[config.mk]
export PLATFORM = sky130hd
export DESIGN_NAME = cluster_addr_map_ctrl
export DESIGN_NICKNAME = d
export VERILOG_FILES = /design/src/rtl/cluster_addr_map_pkg.sv /design/src/rtl/cluster_outstanding_cnt.sv /design/src/rtl/cluster_addr_map_ctrl.sv
export SDC_FILE = /design/constraint.sdc
export NUM_CORES = 1
export LEC_CHECK = 0
export BUFFER_PORTS_ARGS = -buffer_cell sky130_fd_sc_hd__buf_2
export CORE_UTILIZATION = 45
export CTS_BUF_LIST = sky130_fd_sc_hd__clkbuf_16
export DETAILED_ROUTE_END_ITERATION = 10
export PLACE_DENSITY_LB_ADDON = 0.25
export SLEW_MARGIN = 20
export SYNTH_ARGS = -nofsm -noshare
export SYNTH_HDL_FRONTEND = slang
export SYNTH_HIERARCHICAL = 1
export SYNTH_SLANG_ARGS = --single-unit
[constraint.sdc]
create_clock -name clk_i -period 7.3 [get_ports clk_i]
set_input_delay 1.095 -clock clk_i [delete_from_list [all_inputs] [get_ports clk_i]]
set_output_delay 1.095 -clock clk_i [all_outputs]
set_load 0.01 [all_outputs]
[src/rtl/cluster_addr_map_pkg.sv]
// Shared definitions for the cluster address-map controller: register map,
// FSM states, reset-map offsets, STATUS layout and the crossbar rule type.
package cluster_addr_map_pkg;

  typedef enum logic [2:0] {
    REG_R0_START = 3'd0,
    REG_R0_END   = 3'd1,
    REG_R1_START = 3'd2,
    REG_R1_END   = 3'd3,
    REG_DEFAULT  = 3'd4,
    REG_COMMIT   = 3'd5,
    REG_STATUS   = 3'd6,
    REG_UNMAPPED = 3'd7
  } reg_idx_e;

  typedef enum logic [1:0] {
    ST_IDLE,
    ST_DRAIN,
    ST_COMMIT
  } state_e;

  localparam logic [31:0] DEFAULT_BASE   = 32'h1000_0000;
  localparam int unsigned CLUSTER_SHIFT  = 22;
  localparam logic [31:0] R0_END_OFS     = 32'h0010_0000;
  localparam logic [31:0] R1_START_OFS   = 32'h0020_0000;
  localparam logic [31:0] R1_END_OFS     = 32'h0040_0000;
  localparam int unsigned DEFAULT_PORT   = 2;
  localparam int unsigned DEFAULT_EN_BIT = 8;

  localparam int unsigned STAT_BUSY      = 0;
  localparam int unsigned STAT_PENDING   = 1;
  localparam int unsigned STAT_UNDERFLOW = 2;
  localparam int unsigned STAT_REJECT    = 3;
  localparam int unsigned STAT_CNT_LSB   = 8;

  // Same field layout as the crossbar's 32-bit address rule.
  typedef struct packed {
    logic [31:0] idx;
    logic [31:0] start_addr;
    logic [31:0] end_addr;
  } xbar_rule_32_t;

  function automatic logic [31:0] cluster_base(input logic [5:0] cluster_id);
    return DEFAULT_BASE + ({26'd0, cluster_id} << CLUSTER_SHIFT);
  endfunction

  // True when either rule is empty/inverted or the two ranges intersect.
  function automatic logic rules_invalid(input logic [31:0] s0, input logic [31:0] e0,
                                         input logic [31:0] s1, input logic [31:0] e1);
    return (s0 >= e0) || (s1 >= e1) || ((s0 < e1) && (s1 < e0));
  endfunction

endpackage

[src/rtl/cluster_outstanding_cnt.sv]
// Outstanding AXI transaction counter: net per-cycle update of issued minus
// completed transactions, clamped at zero with an underflow pulse.
module cluster_outstanding_cnt #(
  parameter int unsigned NB_SLV_PORTS = 3,
  parameter int unsigned CNT_WIDTH    = 6
) (
  input  logic                    clk_i,
  input  logic                    rst_ni,
  input  logic [NB_SLV_PORTS-1:0] aw_hs_i,
  input  logic [NB_SLV_PORTS-1:0] ar_hs_i,
  input  logic [NB_SLV_PORTS-1:0] b_hs_i,
  input  logic [NB_SLV_PORTS-1:0] rlast_hs_i,
  output logic [CNT_WIDTH-1:0]    cnt_o,
  output logic                    underflow_o
);

  localparam int unsigned SW = CNT_WIDTH + $clog2(NB_SLV_PORTS + 1) + 1;

  logic [SW-1:0]        inc, dec, sum;
  logic [CNT_WIDTH-1:0] cnt_q, cnt_d;

  // NOTE: every always_comb output gets a default first so no latch is inferred.
  always_comb begin
    inc = '0;
    dec = '0;
    for (int i = 0; i < int'(NB_SLV_PORTS); i++) begin
      inc = inc + SW'(aw_hs_i[i] | ar_hs_i[i]);
      dec = dec + SW'(b_hs_i[i] | rlast_hs_i[i]);
    end
    sum         = SW'(cnt_q) + inc;
    underflow_o = (sum < dec);
    cnt_d       = underflow_o ? '0 : CNT_WIDTH'(sum - dec);
  end

  // NOTE: sequential state uses non-blocking assignments; reset is synchronous.
  always_ff @(posedge clk_i) begin
    if (!rst_ni) cnt_q <= '0;
    else         cnt_q <= cnt_d;
  end

  assign cnt_o = cnt_q;

endmodule

[src/rtl/cluster_addr_map_ctrl.sv]
// Shadow/active crossbar address-map controller with drain-then-commit FSM.
// Optional CLUSTER_ADDR_MAP_CHECK_EN rejects commits of empty/overlapping rules.
module cluster_addr_map_ctrl
  import cluster_addr_map_pkg::*;
#(
  parameter int unsigned NB_SLV_PORTS = 3,
  parameter int unsigned NB_MST_PORTS = 3,
  parameter int unsigned CNT_WIDTH    = 6
) (
  input  logic                            clk_i,
  input  logic                            rst_ni,
  input  logic [5:0]                      cluster_id_i,
  input  logic                            cfg_req_i,
  input  logic                            cfg_we_i,
  input  logic [2:0]                      cfg_addr_i,
  input  logic [31:0]                     cfg_wdata_i,
  output logic                            cfg_gnt_o,
  output logic                            cfg_rvalid_o,
  output logic [31:0]                     cfg_rdata_o,
  output logic                            cfg_err_o,
  input  logic [NB_SLV_PORTS-1:0]         aw_hs_i,
  input  logic [NB_SLV_PORTS-1:0]         ar_hs_i,
  input  logic [NB_SLV_PORTS-1:0]         b_hs_i,
  input  logic [NB_SLV_PORTS-1:0]         rlast_hs_i,
  output logic                            req_block_o,
  output xbar_rule_32_t [1:0]             addr_map_o,
  output logic [$clog2(NB_MST_PORTS)-1:0] default_mst_port_o,
  output logic                            en_default_o,
  output logic                            busy_o
);

  localparam int unsigned DPW = $clog2(NB_MST_PORTS);

  typedef struct packed {
    logic [31:0]    r0_start;
    logic [31:0]    r0_end;
    logic [31:0]    r1_start;
    logic [31:0]    r1_end;
    logic [DPW-1:0] dflt_port;
    logic           dflt_en;
  } map_cfg_t;

  map_cfg_t             shadow_q, active_q, reset_map;
  state_e               state_q, state_d;
  reg_idx_e             addr;
  logic [CNT_WIDTH-1:0] cnt;
  logic                 underflow, underflow_q, reject, reject_q;
  logic                 busy_q, rvalid_q, err_q, err_d;
  logic [31:0]          rdata_q, rdata_d, base;
  logic                 wr_acc, rd_acc, commit_wr, commit_go, any_hs;

  cluster_outstanding_cnt #(
    .NB_SLV_PORTS(NB_SLV_PORTS),
    .CNT_WIDTH   (CNT_WIDTH)
  ) u_cnt (
    .clk_i      (clk_i),
    .rst_ni     (rst_ni),
    .aw_hs_i    (aw_hs_i),
    .ar_hs_i    (ar_hs_i),
    .b_hs_i     (b_hs_i),
    .rlast_hs_i (rlast_hs_i),
    .cnt_o      (cnt),
    .underflow_o(underflow)
  );

  always_comb begin
    base                = cluster_base(cluster_id_i);
    reset_map.r0_start  = base;
    reset_map.r0_end    = base + R0_END_OFS;
    reset_map.r1_start  = base + R1_START_OFS;
    reset_map.r1_end    = base + R1_END_OFS;
    reset_map.dflt_port = DPW'(DEFAULT_PORT);
    reset_map.dflt_en   = 1'b1;
  end

  // Reads are always granted; writes only while no commit is in flight.
  assign addr      = reg_idx_e'(cfg_addr_i);
  assign cfg_gnt_o = cfg_req_i & (~cfg_we_i | (state_q == ST_IDLE));
  assign wr_acc    = cfg_gnt_o & cfg_we_i;
  assign rd_acc    = cfg_gnt_o & ~cfg_we_i;
  assign commit_wr = wr_acc & (addr == REG_COMMIT) & cfg_wdata_i[0];
  assign any_hs    = |{aw_hs_i, ar_hs_i, b_hs_i, rlast_hs_i};
  assign commit_go = (state_q == ST_DRAIN) && (cnt == '0) && !any_hs;

`ifdef CLUSTER_ADDR_MAP_CHECK_EN
  assign reject = commit_wr & rules_invalid(shadow_q.r0_start, shadow_q.r0_end,
                                            shadow_q.r1_start, shadow_q.r1_end);
`else
  assign reject = 1'b0;
`endif

  always_comb begin
    state_d = state_q;
    case (state_q)
      ST_IDLE:   if (commit_wr && !reject) state_d = ST_DRAIN;
      ST_DRAIN:  if (commit_go) state_d = ST_COMMIT;
      ST_COMMIT: state_d = ST_IDLE;
      default:   state_d = ST_IDLE;
    endcase
  end

  always_comb begin
    rdata_d = '0;
    err_d   = 1'b0;
    case (addr)
      REG_R0_START: rdata_d = shadow_q.r0_start;
      REG_R0_END:   rdata_d = shadow_q.r0_end;
      REG_R1_START: rdata_d = shadow_q.r1_start;
      REG_R1_END:   rdata_d = shadow_q.r1_end;
      REG_DEFAULT: begin
        rdata_d[DPW-1:0]       = shadow_q.dflt_port;
        rdata_d[DEFAULT_EN_BIT] = shadow_q.dflt_en;
      end
      REG_COMMIT:   rdata_d = '0;
      REG_STATUS: begin
        rdata_d[STAT_BUSY]                   = busy_q;
        rdata_d[STAT_PENDING]                = (state_q == ST_DRAIN);
        rdata_d[STAT_UNDERFLOW]              = underflow_q;
        rdata_d[STAT_REJECT]                 = reject_q;
        rdata_d[STAT_CNT_LSB +: CNT_WIDTH]   = cnt;
      end
      default:      err_d = 1'b1;
    endcase
    if (cfg_we_i) begin
      rdata_d = '0;
      err_d   = (addr == REG_STATUS) || (addr == REG_UNMAPPED) || reject;
    end
  end

  // NOTE: the map registers are real flops with a reset value (cluster-dependent
  // defaults), not a memory, so they are loaded on every reset edge.
  always_ff @(posedge clk_i) begin
    if (!rst_ni) begin
      state_q     <= ST_IDLE;
      shadow_q    <= reset_map;
      active_q    <= reset_map;
      busy_q      <= 1'b0;
      rvalid_q    <= 1'b0;
      err_q       <= 1'b0;
      rdata_q     <= '0;
      underflow_q <= 1'b0;
      reject_q    <= 1'b0;
    end else begin
      state_q  <= state_d;
      busy_q   <= (state_d != ST_IDLE);
      rvalid_q <= cfg_gnt_o;
      err_q    <= cfg_gnt_o & err_d;
      rdata_q  <= rd_acc ? rdata_d : '0;
      if (underflow) underflow_q <= 1'b1;
      if (reject)    reject_q    <= 1'b1;
      // Active map switches on entry to COMMIT, so it is live while still blocked.
      if (commit_go) active_q <= shadow_q;
      if (wr_acc) begin
        case (addr)
          REG_R0_START: shadow_q.r0_start <= cfg_wdata_i;
          REG_R0_END:   shadow_q.r0_end   <= cfg_wdata_i;
          REG_R1_START: shadow_q.r1_start <= cfg_wdata_i;
          REG_R1_END:   shadow_q.r1_end   <= cfg_wdata_i;
          REG_DEFAULT: begin
            shadow_q.dflt_port <= cfg_wdata_i[DPW-1:0];
            shadow_q.dflt_en   <= cfg_wdata_i[DEFAULT_EN_BIT];
          end
          default: ;
        endcase
      end
    end
  end

  assign cfg_rvalid_o       = rvalid_q;
  assign cfg_rdata_o        = rdata_q;
  assign cfg_err_o          = err_q;
  assign busy_o             = busy_q;
  assign req_block_o        = busy_q;
  assign addr_map_o[0]      = '{idx: 32'd0, start_addr: active_q.r0_start, end_addr: active_q.r0_end};
  assign addr_map_o[1]      = '{idx: 32'd1, start_addr: active_q.r1_start, end_addr: active_q.r1_end};
  assign default_mst_port_o = active_q.dflt_port;
  assign en_default_o       = active_q.dflt_en;

endmodule

==> flow_summary_export.csv, run 1 <==
group,metric,value,unit
power_and_ir_drop,combPwrFrac,9.9,%
power_and_ir_drop,switchingPower,907.9,uW
cts,ctsResizeCount,0,
synthesis,synth_area_per_cell,14.76,sq um
die,core,26880,sq um
hold_path,hp-class,"reg -> reg",
die,start_util,45.64,%
setup_path,critical_path_class,"in -> reg",
power_and_ir_drop,p_clk_share,37.6,%
routing,first_pass_iters,7,
sta,hold_viol,0,
sta,slew_violations,0,
synthesis,ys.flop_type,"edfxtp_1",
die,num_rows,60,
setup_path,endpoint_kind,"flip-flop",
finish,finalNetCount,1121,
synthesis,async_flop_share,0,%
setup_path,reg2reg_from,"state_q[0]",
routing,postRouteAntennaNets,0,
cts,cts_tree,"built",
cts,clock_path_buffers,3,
synthesis,ys_types,57,
cts,cts_hold_buffers,0,
die,die_h,167.1,um
place,dp_hpwl,17140,um
power_and_ir_drop,ir_drop,0.0001815,V
routing,vias_per_cell,5.068,
finish,fill_cells,2247,
sta,post-route-period-util,46.94,%
routing,drt_iter0_drc,530,
global_routing,grt_max_degree,128,
synthesis,syn-cell-area,12270,sq um
setup_path,r2r_cells,5,
power_and_ir_drop,power_density,272.7,nW/um^2
routing,via_count,7196,
cts,clk_latency,0.54,ns
power_and_ir_drop,internal_power,3032,uW
routing,drc,0,
synthesis,yosys_warnings,6,
die,dieArea,27920,sq um
sta,fin_crit,3.426,ns
hold_path,whs_endpoint,"default_mst_port_o[0]",
setup_path,worstPathMaxFanout,5,
finish,final_util,53.75,%
sta,rsz0062_at_grt,"false",
cts,cts_buffers,31,
place,dp.cells,1363,
cts,cts.reportedPaths.clkPinSlew,0.06,ns
setup_path,arrival,3.83,ns
power_and_ir_drop,power.total,3939,uW
synthesis,synth-edff-count,256,
global_routing,antenna_found_initial,3,
flow_run,cap_violations,0,
setup_path,crit_required,7.70,ns
cts,clockRootBuffer,"clkbuf_16",
global_routing,grt-ovfl-total,0,
setup_path,ff2ff_setup_slack,4.04,ns
place,port-buffer-count,224,
synthesis,synth-seq-area-share,70.84,%
finish,layout_commonest_cell,"edfxtp_1",
finish,drive_above_1_share,28.08,%
setup_path,timing.rr.end,"addr_map_o[102]",
sta,finalClockSkew,0.01109,ns
finish,antennaDiodeCount,0,
sta,max_freq,291.9,MHz
power_and_ir_drop,leakagePower,0.006000,uW
routing,finalWirelength,27060,um
global_routing,grt_pass1_vias,7015,
place,place_congestion,0.7661,
finish,final_cell_mix,"edfxtp_1, buf_2, and2_1",
cts,cts_setup_buffers,0,
hold_path,min_from,"default_mst_port_o[0]",
sta,tns,0,ns
setup_path,cp-start-kind,"primary input",
hold_path,hold_path_depth,2,
global_routing,track_usage,19.08,%
global_routing,grt_pass1_wl,40190,um
sta,max_slew_margin,25.13,%
outcome,outcome,"finished clean",
power_and_ir_drop,pwr-share-seq,52.5,%
sta,worst_slew_pin_slew,1.123,ns
power_and_ir_drop,swShare,23.05,%
synthesis,ys_ff_latch,306,
finish,syn_to_final_growth,17.78,%
synthesis,syn_inst,831,
routing,wl_per_cell,19.06,um
finish,instances_no_fill,1420,
die,dieWidth,167.1,um
cts,cts.sinks,306,
die,ios,289,
cts,cts-htree-levels,1,
sta,setup_viol,0,
## sequential cells by signal (all words and copies together), names as in the netlist
register / cells
cfg_err_o: 1
cfg_rdata_o: 32
state_q: 2
shadow_q: 131
busy_o: 1
default_mst_port_o: 2
en_default_o: 1
underflow_q: 1
u_cnt/cnt_o: 6
addr_map_o: 128
cfg_rvalid_o: 1
## per-layer routing
metal	global-route usage [%]	wire length, um
met5	0	45
met4	5.032	507
met3	3.569	1827
met2	32.33	13230
met1	25.25	11450
## area by class of cell
class / instances / area, sq um / area share [%]
Tap cell: 341 / 426.7 / 2.953
Inverter: 14 / 52.55 / 0.3638
Clock inverter: 26 / 188.9 / 1.308
Sequential cell: 306 / 8688 / 60.14
Multi-Input combinational cell: 470 / 3129 / 21.66
Timing Repair Buffer: 232 / 1185 / 8.202
Clock buffer: 31 / 775.7 / 5.370
## critical path, stage by stage
cell and delay, ns:
buf_2 0.11, nor2_1 0.15, fa_1 0.43, inv_1 0.07, ha_1 0.17, inv_1 0.06, fa_1 0.54, inv_1 0.06
ha_1 0.28, a211o_4 0.36, a2111oi_0 0.39, nor3b_1 0.11
## kinds of logic after synthesis
logic type               share of synthesized area, %
multiplexers                                    1.469
AO/OA/AOI/OAI                                   9.722
other                                         0.06123
AND/OR/NAND/NOR                                 10.42
flip-flops                                      70.84
buffers and inverters                           5.906
adder cells (fa/ha/maj)                         1.163
XOR/XNOR                                       0.4284
## worst max-delay path by stage
stage	from	end	slack, ns	depth (start not counted)
4_1_cts	aw_hs_i[1]	addr_map_o[110]	3.82	6
5_1_grt	ar_hs_i[2]	u_cnt/cnt_o[5]	3.60	12
2_1_floorplan	rlast_hs_i[0]	addr_map_o[0]	1.72	3
3_3_place_gp	rlast_hs_i[1]	addr_map_o[147]	3.42	6
6_report	ar_hs_i[2]	u_cnt/cnt_o[5]	3.87	12
3_5_place_dp	aw_hs_i[1]	addr_map_o[147]	3.26	6
## metrics by stage
stage | area (sq um) | setup slack (ns) | hold slack, ns
global route | 14450 | 3.600 | 0.4915
detailed placement | 13470 | 3.262 | 0.4406
global placement | 13470 | 3.417 | 0.4353
finish | 14450 | 3.874 | 0.4476
floorplan | 12500 | 1.725 | 0.4380
CTS | 14440 | 3.822 | 0.4509
## synthesized netlist by cell type, types with 11 or more instances
library cell	n	area share, %
a21o_1	38	2.3
a22oi_1	47	2.9
dfxtp_1	50	8.2
a2bb2oi_1	12	0.86
clkbuf_1	23	0.70
a21oi_1	29	1.2
and2_1	126	6.4
nand2_1	11	0.34
nor2b_1	11	0.56
nor2_1	29	0.89
buf_4	65	4.0
inv_1	14	0.43
edfxtp_1	256	63
## power by group through the flow
stage,clock network [uW],registers [uW],logic (uW)
6_report,1480,2070,391
3_5_place_dp,0,2100,392
3_3_place_gp,0,2100,384
5_1_grt,1570,2080,435
4_1_cts,1510,2070,394
2_1_floorplan,0,2100,278
No activity file was read; power rests on OpenSTA's default activity.
==> inputs of run 2 (changes only) <==
ABC_AREA = 1   (was default)
clock period = 2.89 ns   (was 7.3 ns; I/O delays follow)
==> flow_summary_export.csv, run 2 <==
group,metric,value,unit
power_and_ir_drop,leakagePower,0.006640,uW
power_and_ir_drop,power.total,10610,uW
cts,cts_buffers,31,
synthesis,synthTopCellsByCount,"edfxtp_1, nor2_1, nand2_1",
die,num_rows,60,
die,core,27250,sq um
setup_path,crit_required,3.32,ns
cts,cts_tree,"built",
outcome,outcome,"finished clean",
synthesis,synth-edff-count,256,
synthesis,synth_compound_area_share,3.959,%
setup_path,endpoint_kind,"flip-flop",
hold_path,min_from,"cfg_wdata_i[1]",
routing,vias_per_cell,4.791,
synthesis,yosysTopAreaCell,"edfxtp_1",
setup_path,critical-path-slowest-cell,"fa_1",
cts,cts.reportedPaths.clkPinSlew,0.06,ns
synthesis,yosys_warnings,6,
finish,final_cell_mix,"edfxtp_1, buf_2, nor2_1",
setup_path,worstPathMaxFanout,6,
setup_path,reg2reg_from,"u_cnt/cnt_o[0]",
sta,slew_violations,0,
power_and_ir_drop,power_density,698.2,nW/um^2
setup_path,startpoint,"u_cnt/cnt_o[0]",
global_routing,track_usage,20.21,%
setup_path,critical_path_class,"reg -> reg",
sta,setup_viol,0,
finish,instances_no_fill,1757,
sta,fin_crit,2.787,ns
setup_path,cp-start-kind,"flip-flop",
setup_path,ff2ff_setup_slack,0.10,ns
sta,rsz0062_at_grt,"true",
die,dieWidth,169.6,um
finish,fill_cells,2345,
synthesis,syn-cell-area,12640,sq um
synthesis,synth-seq-area-share,68.73,%
global_routing,antenna_found_initial,0,
hold_path,hp-class,"in -> reg",
finish,syn_to_final_growth,20.17,%
finish,finalNetCount,1427,
setup_path,crit_path_frequent_cell,"inv_2",
flow_run,cap_violations,0,
synthesis,ys_types,38,
synthesis,synth_top_family_by_area,"simple AND/OR/NAND/NOR gates",
setup_path,arrival,3.22,ns
synthesis,ys.flop_type,"edfxtp_1",
sta,post-route-period-util,96.42,%
synthesis,synthMuxAreaShare,0,%
setup_path,path_cells,"inv_2 > fa_1 > inv_1 > ha_2 > inv_2 > fa_1 > inv_1 > ha_1 > inv_2 > o21bai_2 > nor2_4 > nand3_4 > nor2_4 > nand2_2 > nand2_4 > nor2_2",
synthesis,synth_xor_area_share,0.3365,%
synthesis,synthSimpleGateAreaFrac,15.79,%
cts,cts.sinks,306,
finish,layout_commonest_cell,"edfxtp_1",
cts,cts-htree-levels,1,
sta,max_slew_margin,48.10,%
synthesis,async_flop_share,0,%
routing,finalWirelength,29440,um
die,ios,289,
routing,postRouteAntennaNets,0,
cts,cts_hold_buffers,0,
synthesis,synthAdderAreaFrac,1.128,%
synthesis,synth_area_per_cell,11.32,sq um
finish,drive_above_1_share,26.35,%
synthesis,syn_inst,1117,
die,die_h,169.6,um
setup_path,cpPeakStageDelay,0.55,ns
sta,hold_viol,0,
cts,clockRootBuffer,"clkbuf_16",
synthesis,synth_most_common_cell,"edfxtp_1",
finish,largest_reg_flops,131,
place,dp_hpwl,19660,um
global_routing,grt-ovfl-total,0,
place,port-buffer-count,224,
finish,antennaDiodeCount,0,
power_and_ir_drop,ir_drop,0.0004361,V
cts,clk_latency,0.55,ns
cts,clock_path_buffers,3,
sta,holdWs,0.1369,ns
global_routing,grt_pass1_wl,43640,um
synthesis,ys_ff_latch,306,
sta,finalClockSkew,0.009086,ns
die,dieArea,28770,sq um
place,place_congestion,0.8076,
place,dp.cells,1698,
sta,worst_slew_pin_slew,0.7756,ns
sta,max_freq,358.9,MHz
finish,top_register,"shadow_q",
routing,wl_per_cell,16.76,um
die,start_util,46.39,%
global_routing,grt_max_degree,47,
synthesis,synth_area_leaders,"edfxtp_1, dfxtp_1, nor2_1",
routing,via_count,8417,
routing,first_pass_iters,5,
synthesis,yosysTopAreaCellShare,60.81,%
routing,drt_iter0_drc,524,
routing,drc,0,
global_routing,grt_pass1_vias,7939,
[run 2: worst paths after layout]
path                           end  cells after the start
max                 u_cnt/cnt_o[4]                     16
min                    shadow_q[2]                      3
max reg2reg         u_cnt/cnt_o[4]                     16
min reg2reg  default_mst_port_o[0]                      2
[run 2: metrics by stage]
| stage | setup slack, ns | TNS [ns] | util (%) | cell area [sq um] |
|---|---|---|---|---|
| 3_5_place_dp | -0.1866 | -1.232 | 51.64 | 14070 |
| 4_1_cts | 0.03856 | 0 | 55.67 | 15170 |
| 3_3_place_gp | -0.1310 | -0.7961 | 51.64 | 14070 |
| 2_1_floorplan | 0.0004010 | 0 | - | 12880 |
| 6_report | 0.1035 | 0 | 55.75 | 15190 |
| 5_1_grt | -0.05195 | -0.2948 | 55.75 | 15190 |
[run 2: where the power goes]
part | switching (uW) | internal (uW) | leakage [uW]
registers | 116 | 5000 | 0.00306
logic | 761 | 459 | 0.00302
clock network | 1620 | 2650 | 0.000559
total | 2490 | 8110 | 0.00664
[run 2: kinds of logic after synthesis]
group	count (synthesis)
flops	306
compound gates	88
simple gates	456
other cells	2
fa+ha+maj	9
buf+inv	252
xor+xnor	4
[run 2: per-layer routing]
metal  GRT usage [%]  share of wire [%]  up-vias
met2           33.96                 48      328
met4           6.541                2.3        0
li1                -                  -     4011
met1           26.81                 43     4032
met5               0                  0        -
met3           3.172                6.3       46
[run 2: layout make-up]
| cell class | instances | area [sq um] | area share [%] |
|---|---|---|---|
| clock buffer | 31 | 775.7 | 5.106 |
| timing repair buffer | 249 | 1371 | 9.027 |
| tap | 372 | 465.4 | 3.064 |
| multi-input combinational | 621 | 2999 | 19.74 |
| clock inverter | 26 | 320.3 | 2.108 |
| inverter | 152 | 570.5 | 3.756 |
| sequential | 306 | 8690 | 57.20 |
[run 2: repair_timing]
item,4_1_cts,5_1_grt
setup endpoints to repair,0,7
gates resized for setup,0,6
setup buffers,0,2
[run 2: worst max-delay path: cells and delay by family (launching register included)]
family / cells / cell delay (ns)
flops: 1 / 0.34
fa+ha+maj: 4 / 1.44
simple gates: 6 / 0.56
buf+inv: 5 / 0.27
compound gates: 1 / 0.07
